--- config.mk ---
export PLATFORM = sky130hd
export DESIGN_NAME = fxp_mult_arbiter
export DESIGN_NICKNAME = d
export VERILOG_FILES = /design/src/rtl/fxp_mult_arbiter.sv
export SDC_FILE = /design/constraint.sdc
export NUM_CORES = 1
export LEC_CHECK = 0
export CAP_MARGIN = 0
export CORE_MARGIN = 3
export CORE_UTILIZATION = 23
export CTS_CLUSTER_SIZE = 12
export DETAILED_ROUTE_END_ITERATION = 16
export GPL_ROUTABILITY_DRIVEN = 0
export GPL_TIMING_DRIVEN = 1
export HOLD_SLACK_MARGIN = 0.08
export MAX_ROUTING_LAYER = met4
export SYNTH_ARGS = -nofsm -noshare
export SYNTH_HDL_FRONTEND = slang
export SYNTH_SLANG_ARGS = --single-unit
--- constraint.sdc ---
create_clock -name clk -period 7.13 [get_ports clk]
set_clock_uncertainty 0.1 [all_clocks]
set_input_delay 1.426 -clock clk [delete_from_list [all_inputs] [get_ports clk]]
set_output_delay 1.426 -clock clk [all_outputs]
set_load 0.005 [all_outputs]
--- src/rtl/fxp_mult_arbiter.sv ---
`default_nettype none
// ============================================================================
// Module   : fxp_mult_arbiter
// Purpose  : Round-robin arbiter that shares one signed Q8.7 fixed-point
//            multiplier (16-bit, 7 fractional bits, round-half-up) among
//            N_REQ requesters. The result comes back tagged with the
//            requester index two cycles after the accept. Per-requester
//            sticky overflow flags feed the solver status registers.
// Ports    :
//   clk           rising-edge clock
//   rst_n         asynchronous active-low reset
//   i_req_valid   [N_REQ]     request pending, one bit per requester
//   i_req_a       [16*N_REQ]  multiplicands, lane i = [16i+15:16i], signed
//   i_req_b       [16*N_REQ]  multipliers, same packing
//   o_req_ready   [N_REQ]     one-hot grant (combinational)
//   o_rsp_valid               result valid this cycle (one-cycle pulse)
//   o_rsp_id      [ID_W]      requester index owning the result
//   o_rsp_data    [16]        signed product, 7 fractional bits
//   o_rsp_ovf                 overflow flag for this result
//   o_ovf_sticky  [N_REQ]     per-requester sticky overflow
//   i_ovf_clr     [N_REQ]     per-requester sticky clear strobe
// Revision : 1.0 - initial release
// ============================================================================
module fxp_mult_arbiter #(
   parameter int N_REQ = 4,
   parameter int ID_W  = 2
) (
   input  logic                 clk,
   input  logic                 rst_n,
   input  logic [N_REQ-1:0]     i_req_valid,
   input  logic [16*N_REQ-1:0]  i_req_a,
   input  logic [16*N_REQ-1:0]  i_req_b,
   output logic [N_REQ-1:0]     o_req_ready,
   output logic                 o_rsp_valid,
   output logic [ID_W-1:0]      o_rsp_id,
   output logic [15:0]          o_rsp_data,
   output logic                 o_rsp_ovf,
   output logic [N_REQ-1:0]     o_ovf_sticky,
   input  logic [N_REQ-1:0]     i_ovf_clr
);

   // Half an LSB of the Q.7 result, added before truncation.
   localparam logic signed [31:0] c_ROUND = 32'sd64;

   // ------------------------------------------------------------------------
   // Round-robin arbitration
   // ------------------------------------------------------------------------
   logic [ID_W-1:0]     r_rr_ptr;
   logic                w_grant;
   logic [ID_W-1:0]     w_grant_idx;
   logic [ID_W-1:0]     w_cand_id;
   int                  w_cand;
   logic [ID_W-1:0]     w_next_ptr;
   logic [15:0]         w_a;
   logic [15:0]         w_b;

   // Scan from the highest offset down so the candidate closest to the
   // pointer (offset 0) is the last one written and therefore wins.
   always_comb begin
      w_grant     = 1'b0;
      w_grant_idx = '0;
      w_cand      = 0;
      w_cand_id   = '0;
      for (int k = N_REQ - 1; k >= 0; k--) begin
         w_cand    = (int'(r_rr_ptr) + k) % N_REQ;
         w_cand_id = w_cand[ID_W-1:0];
         if (i_req_valid[w_cand_id]) begin
            w_grant     = 1'b1;
            w_grant_idx = w_cand_id;
         end
      end
   end

   assign o_req_ready = w_grant ? ({{(N_REQ-1){1'b0}}, 1'b1} << w_grant_idx)
                                : '0;

   // Explicit wrap so non-power-of-two N_REQ works.
   assign w_next_ptr = (int'(w_grant_idx) == N_REQ - 1) ? '0
                                                         : w_grant_idx + ID_W'(1);

   assign w_a = i_req_a[16*w_grant_idx +: 16];
   assign w_b = i_req_b[16*w_grant_idx +: 16];

   always_ff @(posedge clk or negedge rst_n) begin
      if (!rst_n) begin
         r_rr_ptr <= '0;
      end else if (w_grant) begin
         r_rr_ptr <= w_next_ptr;
      end
   end

   // ------------------------------------------------------------------------
   // Stage 1: operand registers
   // ------------------------------------------------------------------------
   logic                r_s1_valid;
   logic signed [15:0]  r_s1_a;
   logic signed [15:0]  r_s1_b;
   logic [ID_W-1:0]     r_s1_id;

   // Operands only load on an accept; they are don't-care when s1 is idle.
   always_ff @(posedge clk or negedge rst_n) begin
      if (!rst_n) begin
         r_s1_valid <= 1'b0;
         r_s1_a     <= '0;
         r_s1_b     <= '0;
         r_s1_id    <= '0;
      end else begin
         r_s1_valid <= w_grant;
         if (w_grant) begin
            r_s1_a  <= w_a;
            r_s1_b  <= w_b;
            r_s1_id <= w_grant_idx;
         end
      end
   end

   // ------------------------------------------------------------------------
   // Stage 2: multiply, round, flag overflow, register response
   // ------------------------------------------------------------------------
   logic signed [31:0]  w_prod;
   logic signed [31:0]  w_full;
   logic                w_ovf;

   assign w_prod = 32'(r_s1_a) * 32'(r_s1_b);
   assign w_full = w_prod + c_ROUND;
   // Result fits in 16 bits only if bits 31..22 are a pure sign extension.
   assign w_ovf  = ~((w_full[31:22] == 10'h000) | (w_full[31:22] == 10'h3FF));

   logic                r_rsp_valid;
   logic [ID_W-1:0]     r_rsp_id;
   logic [15:0]         r_rsp_data;
   logic                r_rsp_ovf;

   always_ff @(posedge clk or negedge rst_n) begin
      if (!rst_n) begin
         r_rsp_valid <= 1'b0;
         r_rsp_id    <= '0;
         r_rsp_data  <= '0;
         r_rsp_ovf   <= 1'b0;
      end else begin
         r_rsp_valid <= r_s1_valid;
         r_rsp_id    <= r_s1_id;
         r_rsp_data  <= w_full[22:7];
         r_rsp_ovf   <= w_ovf;
      end
   end

   assign o_rsp_valid = r_rsp_valid;
   assign o_rsp_id    = r_rsp_id;
   assign o_rsp_data  = r_rsp_data;
   assign o_rsp_ovf   = r_rsp_ovf;

   // ------------------------------------------------------------------------
   // Sticky overflow flags, set from the registered response (so they rise
   // one cycle after the flagged result). Set wins over a same-cycle clear.
   // ------------------------------------------------------------------------
   logic [N_REQ-1:0]    r_ovf_sticky;

   always_ff @(posedge clk or negedge rst_n) begin
      if (!rst_n) begin
         r_ovf_sticky <= '0;
      end else begin
         for (int i = 0; i < N_REQ; i++) begin
            if (r_rsp_valid && r_rsp_ovf && (int'(r_rsp_id) == i)) begin
               r_ovf_sticky[i] <= 1'b1;
            end else if (i_ovf_clr[i]) begin
               r_ovf_sticky[i] <= 1'b0;
            end
         end
      end
   end

   assign o_ovf_sticky = r_ovf_sticky;

endmodule
`default_nettype wire
# --- Word-level counts from Yosys, hierarchy flattened ---
# Cells that the tools add are included.
classes:
  addsub: 5
  n_mul: 1
  order_cmp: 4
  eq_ne: 5
  n_shift: 3
  muxes: 26
  n_bitwise: 2
  n_reduce_logical: 11
op_table:
  columns: ["cell", "n"]
  rows:
  - ["64-bit by 7-bit indexed part select with 16-bit output", 2]
  - ["32-bit by 8-bit adder with 32-bit output, second input constant", 1]
  - ["16-bit by 16-bit multiplier with 32-bit output", 1]
  - ["1-bit 2-to-1 mux", 16]
  - ["2-bit by 3-bit less-than comparator with 1-bit output, second input constant", 4]
  - ["10-bit equality test, second input constant", 1]
  - ["10-bit zero test", 1]
  - ["2-bit 2-to-1 mux", 5]
  - ["1-bit binary-select mux with 2-bit select", 4]
  - ["2-bit nonzero test", 4]
  - ["1-bit logical AND", 5]
  - ["2-bit by 1-bit adder with 2-bit output, second input constant", 2]
  - ["2-bit adder, second input constant", 2]
  - ["2-bit by 1-bit equality test with 1-bit output, second input constant", 2]
  - ["2-bit equality test, second input constant", 2]
  - ["4-bit 2-to-1 mux", 1]
  - ["1-bit by 2-bit left shift with 4-bit output, first input constant", 1]
  - ["2-bit zero test", 1]
  - ["1-bit inverter", 1]
  - ["1-bit OR", 1]
word_totals:
  reg_bits: 61
  in_bits: 138
  out_inout_bits: 28
  elab_cells: 70

# --- Depth between registers and ports, before layout ---
# Gate-level depths: netlist (run 1).
depth:
  depth_word: 9
  ltp_mapped: 25
  ltp_nobuf: 24

# --- Worst setup path before layout (run 1) ---
# Ideal clock, no wire load.
synth_timing:
  kind: "register to register"
  startpoint: "register r_s1_a[15]"
  endpoint: "register r_rsp_ovf (netlist: o_rsp_ovf)"
  setup_ns: 0.127
  t_arrival_ns: 6.035
  required_ns: 6.903
  setup_slack_ns: 0.868
  path_stages_with_launch: 22
  synth_period_minus_slack_ns: 6.262
  path_cell_list: "dfrtp_1 clkbuf_1 nand2_1 fa_1 inv_1 fa_1 inv_1 fa_1 fa_1 fa_1 fa_1 inv_1 ha_1 a21oi_1 and2_1 nand4_1 nand4_1 a221oi_2 nor4b_2 nand3_1 nor3_1 mux2i_1"
synth_via:
  elab_chain_len: 5
synth_lines:
  columns: ["element", "line_no", "source"]
  rows:
  - ["start: declaration", "96", "logic signed [15:0] r_s1_a;"]
  - ["start signal: assignment", "110", "r_s1_a <= w_a;"]
  - ["16-bit by 16-bit multiplier with 32-bit output (*)", "124", "assign w_prod = 32'(r_s1_a) * 32'(r_s1_b);"]
  - ["32-bit by 8-bit adder with 32-bit output (*)", "125", "assign w_full = w_prod + c_ROUND;"]
  - ["10-bit equality test or 10-bit zero test (tied branches)", "127", "assign w_ovf = ~((w_full[31:22] == 10'h000) | (w_full[31:22] == 10'h3FF));"]
  - ["1-bit OR (*)", "127", null]
  - ["1-bit inverter (*)", "127", null]
  - ["net w_ovf", "122", "logic w_ovf;"]
  - ["end signal: assignment", "144", "r_rsp_ovf <= w_ovf;"]
  - ["end: declaration", "132", "logic r_rsp_ovf;"]
# The timed path passes the listed nets; every way through them passes the cells marked *.
# A chain may end at the register's enable or synchronous reset.

# --- Worst setup path after layout (run 1) ---
layout_timing:
  startpoint: "register r_s1_a[7]"
  endpoint: "register r_rsp_ovf (netlist: o_rsp_ovf)"
# The elaborated chain is that of the path after synthesis.

==> results of run 1 <==
## stage by stage
step | hold WS, ns | instance area (µm²) | std cells | utilization | setup WS (ns)
global route | 0.316 | 15500 | 2267 | 0.285 | 0.00275
floorplan | 0.231 | 12700 | 1424 | - | 0.868
global placement | 0.269 | 15200 | 2251 | 0.280 | 0.420
finish | 0.295 | 15500 | 2267 | 0.285 | 0.376
detailed placement | 0.281 | 15200 | 2251 | 0.280 | 0.291
CTS | 0.294 | 15500 | 2267 | 0.285 | 0.289
## metal layers
layer | track usage | part of all wire | vias to the layer above
met5 | - | 0 | -
met4 | 0.0319 | 0.021 | 0
met3 | 0.0242 | 0.055 | 47
met2 | 0.212 | 0.51 | 281
met1 | 0.157 | 0.42 | 4868
li1 | - | - | 4577
## sequential cells by signal, indices dropped and copies added (netlist names)
register      flops
r_s1_valid        1
r_s1_id           2
o_rsp_valid       1
o_rsp_id          2
r_rr_ptr          2
r_s1_a           16
r_s1_b           16
o_ovf_sticky      4
o_rsp_data       16
o_rsp_ovf         1
## logic make-up (layout without fill, tap and decap cells)
| family | count (synthesis) | count (layout) | synth area share |
|---|---|---|---|
| simple gates | 461 | 461 | 0.171 |
| buf+inv | 350 | 497 | 0.104 |
| fa+ha+maj | 344 | 344 | 0.494 |
| compound gates | 157 | 157 | 0.0728 |
| flops | 61 | 61 | 0.120 |
| xor+xnor | 31 | 31 | 0.0214 |
| mux | 20 | 20 | 0.0158 |
## path summary, 6_finish.rpt
path                                       end  slack [ns]  cells after the start
worst min register to register     o_rsp_id[0]        0.29                      0
worst min-delay path               o_rsp_id[0]        0.29                      0
worst max register to register       o_rsp_ovf        0.38                     19
max in group asynchronous            r_s1_a[9]        5.20                      1
min in group asynchronous       o_rsp_data[14]        1.09                      1
worst max-delay path                 o_rsp_ovf        0.38                     19
## cells in the mapped netlist (all sizes together)
| cell type | instances | area share |
|---|---|---|
| and2 | 115 | 0.057 |
| a221oi | 2 | 0.0019 |
| o311a | 1 | 0.00079 |
| a31oi | 5 | 0.0025 |
| nand3 | 20 | 0.0083 |
| nand4 | 8 | 0.0039 |
| xnor2 | 26 | 0.018 |
| a211oi | 3 | 0.0026 |
| fa | 262 | 0.41 |
| xor2 | 5 | 0.0035 |
| and3 | 4 | 0.0021 |
| o22ai | 5 | 0.0025 |
| nor3 | 5 | 0.0024 |
| o21bai | 5 | 0.0038 |
| nor4 | 1 | 0.00099 |
| nand2b | 9 | 0.0044 |
| a21o | 6 | 0.0036 |
| o31ai | 1 | 0.00059 |
| clkbuf | 52 | 0.015 |
| o32ai | 2 | 0.0014 |
| and4 | 1 | 0.00069 |
| a211o | 1 | 0.00069 |
| o21ai | 57 | 0.022 |
| buf | 5 | 0.0023 |
| mux2i | 20 | 0.016 |
| nor2 | 62 | 0.018 |
| dfrtp | 61 | 0.12 |
| a311o | 1 | 0.00079 |
| nand2 | 225 | 0.067 |
| o21a | 4 | 0.0024 |
| o2111ai | 1 | 0.00069 |
| inv | 293 | 0.087 |
| a41oi | 1 | 0.00069 |
| nor4b | 1 | 0.0012 |
| a2bb2oi | 1 | 0.0012 |
| nor2b | 8 | 0.0039 |
| ha | 82 | 0.081 |
| a21oi | 61 | 0.024 |
| or2 | 1 | 0.00049 |
| nand4b | 1 | 0.00069 |
## timing repair
item / in CTS / in global routing
endpoints found under the setup margin: 0 / 1
resized for setup: 0 / 3
endpoints found under the hold margin: 0 / 0
## cell type report
type / instances / area [µm²] / share of cell area
sequential: 61 / 1530 / 0.0989
clock buffer: 10 / 239 / 0.0155
multi-input combinational: 1013 / 9860 / 0.637
inverter: 293 / 1100 / 0.0711
timing repair buffer: 188 / 1820 / 0.118
tap: 696 / 871 / 0.0563
clock inverter: 6 / 46.3 / 0.00299
## critical path, cell delays in order, from the launching register on
cell	delay (ns)
dfrtp_1	0.62
buf_4	0.28
nand2_1	0.09
fa_1	0.56
inv_1	0.06
fa_1	0.48
fa_1	0.58
fa_1	0.46
fa_1	0.51
fa_1	0.41
ha_1	0.45
and4_1	0.29
o2111ai_1	0.31
and2_4	0.27
a211oi_1	0.30
a221oi_2	0.14
nor4b_2	0.30
nand3_1	0.12
nor3_1	0.20
mux2i_1	0.09
## cells in the final DEF, fill, tap and decap left out, types with 3 or more instances in the layout
cell,n
dfrtp_1,58
xnor2_1,26
and2_1,114
nand2_1,225
a21o_1,6
clkdlybuf4s50_1,164
o21a_1,4
inv_1,292
nor2_1,62
a31oi_1,5
nand3_1,19
nand4_1,8
o22ai_1,4
mux2i_1,20
nand2b_1,9
nor2b_1,8
xor2_1,5
a21oi_1,60
o21bai_1,4
dfrtp_2,3
o21ai_0,56
ha_1,82
nor3_1,4
fa_1,262
buf_4,24
and3_1,3
clkbuf_16,9
==> impl_metrics.json, run 1 <==
{
  "status": "complete, no violations",
  "synthesis.nets": 1906,
  "clk_latency_ns": 0.36,
  "dr.pass1.iters": 7,
  "core_um2": 54200,
  "clock_sinks": 61,
  "grt_setup_unrepaired": "no",
  "fin_crit_ns": 6.75,
  "routed_wl_um": 34400,
  "drv_slew": 0,
  "cp-startpoint": "r_s1_a[7]",
  "grt_first_pass_wirelength_um": 56200,
  "syn-instance-count": 1424,
  "fmax_mhz": 148,
  "initial_core_util": 0.234,
  "clockBufferDepth": 2,
  "antenna_found_initial": 0,
  "antennaDiodeCount": 0,
  "drive_above_1_share": 0.0369,
  "postCtsSetupBuffers": 0,
  "layout.nets": 2048,
  "ys_seq_area_frac": 0.120,
  "ant_nets": 0,
  "syn_area_um2": 12700,
  "grt_overflow": 0,
  "dp_hpwl_um": 29000,
  "detailroute.via_count": 9773,
  "grt_max_degree": 62,
  "tns_ns": 0,
  "hold_buffers": 0,
  "ys_types": 51,
  "io_pins": 166,
  "die_area_um2": 58000,
  "worst_ep_required_time_ns": 7.27,
  "clk_pin_slew_ns": 0.06,
  "crit_type": "register to register",
  "tightest_slew_ns": 0.891,
  "slew_headroom": 0.406,
  "fillers": 5791,
  "critical_path.max_fanout": 9,
  "hold_class": "register to register",
  "setup_viol_count_final": 0,
  "arrival_ns": 6.89,
  "track_usage": 0.126,
  "cts_made_buffers": 9,
  "hold_violations": 0,
  "syn_area_per_cell_um2": 8.91,
  "start_kind": "register",
  "dieWidth_um": 241,
  "port_buffers": 165,
  "routedWlPerCell_um": 15.2,
  "cts_tree": "built",
  "drt_iter0_markers": 551,
  "rows": 85,
  "drv_cap": 0,
  "via_per_inst": 4.31,
  "ys.warnings.count": 0,
  "ctsRootBufferMaster": "clkbuf_16",
  "area_growth_pct": 21.9,
  "timing.rr.start": "r_s1_a[7]",
  "ys_seq_elements": 61,
  "die_y_um": 241,
  "period_share": 0.947,
  "htreeDepth": 3,
  "hp-start": "r_s1_id[0]",
  "worst_setup_path_end_kind": "register",
  "grt_pass1_vias": 10600,
  "drc": 0
}
Power of run 1 is not shown: default switching activity piles up to over one toggle a cycle in this logic, so the estimate is an artifact.
==> run 2: changes to the inputs <==
--- a/config.mk
+++ b/config.mk
@@ -5,15 +5,16 @@
 export SDC_FILE = /design/constraint.sdc
 export NUM_CORES = 1
 export LEC_CHECK = 0
+export ABC_AREA = 1
 export CAP_MARGIN = 0
 export CORE_MARGIN = 3
 export CORE_UTILIZATION = 23
+export CTS_BUF_LIST = sky130_fd_sc_hd__clkbuf_16
 export CTS_CLUSTER_SIZE = 12
 export DETAILED_ROUTE_END_ITERATION = 16
 export GPL_ROUTABILITY_DRIVEN = 0
 export GPL_TIMING_DRIVEN = 1
 export HOLD_SLACK_MARGIN = 0.08
-export MAX_ROUTING_LAYER = met4
 export SYNTH_ARGS = -nofsm -noshare
 export SYNTH_HDL_FRONTEND = slang
 export SYNTH_SLANG_ARGS = --single-unit
==> impl_metrics.json, run 2 <==
{
  "synth.most_common_cell": "nand2_1",
  "routed_wl_um": 39800,
  "setup_viol_count_final": 0,
  "ys.warnings.count": 0,
  "critical_path.max_fanout": 16,
  "period_share": 0.929,
  "synthFlopType": "dfrtp_1",
  "layout.nets": 2538,
  "synth-edff-count": 0,
  "clk_latency_ns": 0.35,
  "grt_setup_unrepaired": "no",
  "synth.top_cell.area_share": 0.366,
  "track_usage": 0.127,
  "ys_seq_area_frac": 0.107,
  "ys_seq_elements": 61,
  "grt_first_pass_wirelength_um": 66300,
  "grt_overflow": 0,
  "met3WireLength_um": 1440,
  "drive_above_1_share": 0.0388,
  "ys_types": 36,
  "cts_tree": "built",
  "start_kind": "register",
  "synth-compound-area-share": 0.0677,
  "antennaDiodeCount": 0,
  "dp_hpwl_um": 32900,
  "worst_setup_path_end_kind": "register",
  "tns_ns": 0,
  "fin_ws_ns": 0.504,
  "syn-instance-count": 1944,
  "grt_pass1_vias": 12700,
  "wl_met2_um": 22000,
  "post_cts_resize_count": 0,
  "synth_mux_area_frac": 0,
  "hold_class": "register to register",
  "initial_core_util": 0.235,
  "final_cell_mix": "nand2_1, inv_1, fa_1, clkdlybuf4s50_1, nor2_1",
  "layout_commonest_cell": "nand2_1",
  "fmax_mhz": 151,
  "worst_ep_required_time_ns": 7.27,
  "critical-path-slowest-cell": "dfrtp_1",
  "postCtsSetupBuffers": 0,
  "via_per_inst": 4.13,
  "synthesis.nets": 2426,
  "clk_pin_slew_ns": 0.06,
  "drc": 0,
  "slowest_delay_ns": 0.79,
  "htreeDepth": 3,
  "die_area_um2": 65300,
  "detailroute.via_count": 11900,
  "drv_slew": 0,
  "rows": 90,
  "syn_area_per_cell_um2": 7.36,
  "arrival_ns": 6.76,
  "synth_xor_area_frac": 0.0129,
  "synth-async-reset-ratio": 1.00,
  "hold_buffers": 0,
  "slew_headroom": 0.409,
  "synthTopCellsByCount": "nand2_1, inv_1, fa_1",
  "dieWidth_um": 255,
  "highest_layer": "met4",
  "clock_sinks": 61,
  "tightest_slew_ns": 0.886,
  "core_um2": 60900,
  "routedWlPerCell_um": 13.8,
  "status": "complete, no violations",
  "ctsRootBufferMaster": "clkbuf_16",
  "cts_made_buffers": 9,
  "hold_violations": 0,
  "synth_fa_ha_area_frac": 0.438,
  "port_buffers": 165,
  "antenna_found_initial": 0,
  "drt_iter0_markers": 650,
  "fin_crit_ns": 6.63,
  "synth_top_family_by_area": "adder cells",
  "pre_cts_ws_ns": 0.561,
  "clockBufferDepth": 2,
  "drv_cap": 0,
  "ys_top_cells_by_area": "fa_1, nand2_1, inv_1, dfrtp_1, ha_1",
  "io_pins": 166,
  "crit_type": "register to register",
  "timing.hold.ws_ns": 0.248,
  "crit_family": "adder cells",
  "yosysTopAreaCell": "fa_1",
  "dr.pass1.iters": 5,
  "area_growth_pct": 19.2,
  "grt_max_degree": 92,
  "die_y_um": 255,
  "wirelength_met1_um": 15400,
  "path_cells": "nand2_1, fa_1, inv_1, fa_1, inv_1, fa_1, inv_1, fa_1, inv_1, fa_1, fa_1, inv_1, ha_1, inv_1, o21ai_0, nor2_1, o21ai_0, a21oi_1, nand3_1, nand2_1, nand3_1, nor2_1, nor2_1",
  "synthSimpleGateAreaFrac": 0.203,
  "path_buf_inv": 6,
  "ant_nets": 0,
  "syn_area_um2": 14300
}
## run 2: cell types whose count changed after synthesis, sizes merged, moves of 8 or more
cell,delta
a21oi,-38
and2,-115
buf,+14
clkbuf,+16
inv,+261
mux2i,-20
nand2,+366
nand2b,-9
nor2,+33
nor2b,-8
o211ai,+56
or2,+17
xnor2,-18
xor2,+8
## run 2: final cells by class
type / count / area (µm²)
timing repair buffer: 188 / 1820
fill: 6612 / 43900
sequential: 61 / 1530
multi-input combinational: 1242 / 10300
inverter: 554 / 2080
clock inverter: 7 / 50.0
clock buffer: 9 / 225
tap: 828 / 1040
## run 2: logic make-up after synthesis
kind of cell               count (synthesis)
DFF                                       61
and+or+nand+nor                          739
xor gates and xnor gates                  21
AOI/OAI and AO/OA                        138
adders and majority gates                344
buffers and inverters                    641
## run 2: metrics by stage
step | instance area (µm²) | cells | util
2_1_floorplan | 14300 | 1944 | -
3_3_place_gp | 16800 | 2873 | 0.276
3_5_place_dp | 16800 | 2873 | 0.276
4_1_cts | 17100 | 2889 | 0.280
5_1_grt | 17100 | 2889 | 0.280
6_report | 17100 | 2889 | 0.280
## run 2: worst register-to-register path, stage by stage (launching register included)
cell and delay (ns):
dfrtp_1 0.79, nand2_1 0.24, fa_1 0.66, inv_1 0.14, fa_1 0.49, inv_1 0.19, fa_1 0.64, inv_1 0.10
fa_1 0.55, inv_1 0.05, fa_1 0.45, fa_1 0.49, inv_1 0.04, ha_1 0.33, inv_1 0.11, o21ai_0 0.07
nor2_1 0.13, o21ai_0 0.11, a21oi_1 0.34, nand3_1 0.12, nand2_1 0.11, nand3_1 0.09, nor2_1 0.11, nor2_1 0.05
## run 2: worst paths after layout
path	end	cells past startpoint	from	slack, ns
setup reg to reg	o_rsp_ovf	23	r_s1_b[1]	0.50
max in group asynchronous	r_s1_id[0]	2	rst_n	5.17
min in group asynchronous	o_rsp_data[0]	2	rst_n	1.16
hold / removal	o_rsp_valid	0	r_s1_valid	0.25
setup / recovery	o_rsp_ovf	23	r_s1_b[1]	0.50
hold reg to reg	o_rsp_valid	0	r_s1_valid	0.25
## run 2: metal layers
layer / global-route usage / vias up
li1: - / 5771
met2: 0.248 / 248
met1: 0.144 / 5855
met4: 0.0379 / 0
met5: 0 / -
met3: 0.0120 / 49
Power of run 2 is left out for the same reason.
==> run 3: changes to the inputs <==
--- a/config.mk
+++ b/config.mk
@@ -12,6 +12,7 @@
 export CTS_BUF_LIST = sky130_fd_sc_hd__clkbuf_16
 export CTS_CLUSTER_SIZE = 12
 export DETAILED_ROUTE_END_ITERATION = 16
+export DONT_BUFFER_PORTS = 1
 export GPL_ROUTABILITY_DRIVEN = 0
 export GPL_TIMING_DRIVEN = 1
 export HOLD_SLACK_MARGIN = 0.08
==> impl_metrics.json, run 3 (synthesis results as in run 2) <==
{
  "crit_type": "register to register",
  "grt_setup_unrepaired": "no",
  "tightest_slew_ns": 1.13,
  "grt_max_degree": 100,
  "setup_viol_count_final": 0,
  "worst_ep_required_time_ns": 7.29,
  "reg2reg_to": "o_rsp_ovf",
  "detailroute.via_count": 11100,
  "multi_input_area_um2": 10300,
  "dr.pass1.iters": 7,
  "postCtsSetupBuffers": 0,
  "track_usage": 0.117,
  "regArea_um2": 1530,
  "rr_worst_depth": 23,
  "cts_tree": "built",
  "post_cts_resize_count": 0,
  "core_um2": 60900,
  "clock_sinks": 61,
  "grt_use_met1": 0.137,
  "finalInstanceArea_um2": 15400,
  "dieWidth_um": 255,
  "period_share": 0.896,
  "cp-endpoint": "o_rsp_ovf",
  "timing.rr.start": "r_s1_b[5]",
  "area_growth_pct": 7.88,
  "via_per_inst": 4.09,
  "cp-startpoint": "r_s1_b[5]",
  "slew_headroom": 0.246,
  "start_kind": "register",
  "clockBufferDepth": 2,
  "drive_above_1_share": 0.0396,
  "fin_ws_ns": 0.744,
  "routedWlPerCell_um": 13.6,
  "layout.nets": 2370,
  "clk_latency_ns": 0.36,
  "rows": 90,
  "htreeDepth": 3,
  "ff2ff_setup_slack_ns": 0.74,
  "grt_first_pass_wirelength_um": 61600,
  "worst_setup_path_end_kind": "register",
  "grt_pass1_vias": 11900,
  "fillers": 6731,
  "final_cell_mix": "nand2_1, inv_1, fa_1, nor2_1, ha_1",
  "ctsRootBufferMaster": "clkbuf_16",
  "clk_pin_slew_ns": 0.08,
  "arrival_ns": 6.55,
  "drc": 0,
  "drv_slew": 0,
  "groute.layer.met2.usage": 0.221,
  "dp_hpwl_um": 30800,
  "initial_core_util": 0.235,
  "routed_wl_um": 37000,
  "grt.busiest_layer": "met2",
  "fin_crit_ns": 6.39,
  "hold_depth": 0,
  "die_y_um": 255,
  "layout_commonest_cell": "nand2_1",
  "antenna_found_initial": 1,
  "pre_cts_ws_ns": 0.756,
  "io_pins": 166,
  "drt_iter0_markers": 727,
  "tns_ns": 0,
  "port_buffers": 0,
  "drv_cap": 0,
  "grt_overflow": 0,
  "grt.met3_usage": 0.0141,
  "place_area_um2": 15100,
  "hold_buffers": 0,
  "fmax_mhz": 157,
  "hold_violations": 0,
  "antennaDiodeCount": 0,
  "cts_made_buffers": 9,
  "die_area_um2": 65300,
  "utilization": 0.253,
  "ant_nets": 0,
  "critical_path.max_fanout": 17,
  "status": "complete, no violations",
  "hold_class": "register to register"
}
==> run 3: cell types whose count changed in the layout (fill, tap and decap cells not counted) <==
cell	before	now
clkinv_2	2	0
clkinv_1	0	1
clkinv_4	1	2
clkinvlp_4	3	1
buf_2	1	0
buf_4	23	20
clkdlybuf4s50_1	164	0
bufinv_16	0	2
==> run 3: stage by stage <==
step,std cells,hold slack (ns)
5_1_grt,2721,0.265
4_1_cts,2721,0.262
2_1_floorplan,1944,0.231
6_report,2721,0.261
3_5_place_dp,2705,0.239
3_3_place_gp,2705,0.238
==> run 3: critical path, stage by stage, from the launching register on <==
cell	delay [ns]
dfrtp_1	0.83
nand2_1	0.21
inv_1	0.12
fa_1	0.45
fa_1	0.52
inv_1	0.19
fa_1	0.64
inv_1	0.10
fa_1	0.54
inv_1	0.05
fa_1	0.46
fa_1	0.49
inv_1	0.04
ha_1	0.33
inv_1	0.10
o21ai_0	0.07
nor2_1	0.16
o21ai_0	0.12
a21oi_1	0.30
nand3_1	0.12
nand2_1	0.10
nand3_1	0.08
nor2_1	0.11
nor2_1	0.04
==> run 3: area by class of cell <==
class	instances	share of cell area
sequential	61	0.0989
timing repair buffer	20	0.00972
clock buffer	9	0.0146
clock inverter	7	0.00632
inverter	554	0.135
tap	828	0.0671
multi-input combinational	1242	0.669
==> run 3: metal layers <==
metal,vias up,share of wire
met4,4,0.029
li1,5438,-
met3,54,0.044
met5,-,0.00073
met2,217,0.53
met1,5408,0.40
==> run 3: how the worst min path moves through the flow <==
stage	start	end	slack, ns
after floorplan	r_s1_valid	o_rsp_valid	0.23
after global placement	r_s1_valid	o_rsp_valid	0.24
after detailed placement	r_s1_valid	o_rsp_valid	0.24
after CTS	r_s1_valid	o_rsp_valid	0.26
after global routing	r_s1_valid	o_rsp_valid	0.27
final	r_s1_valid	o_rsp_valid	0.26
Power of run 3 is left out for the same reason.
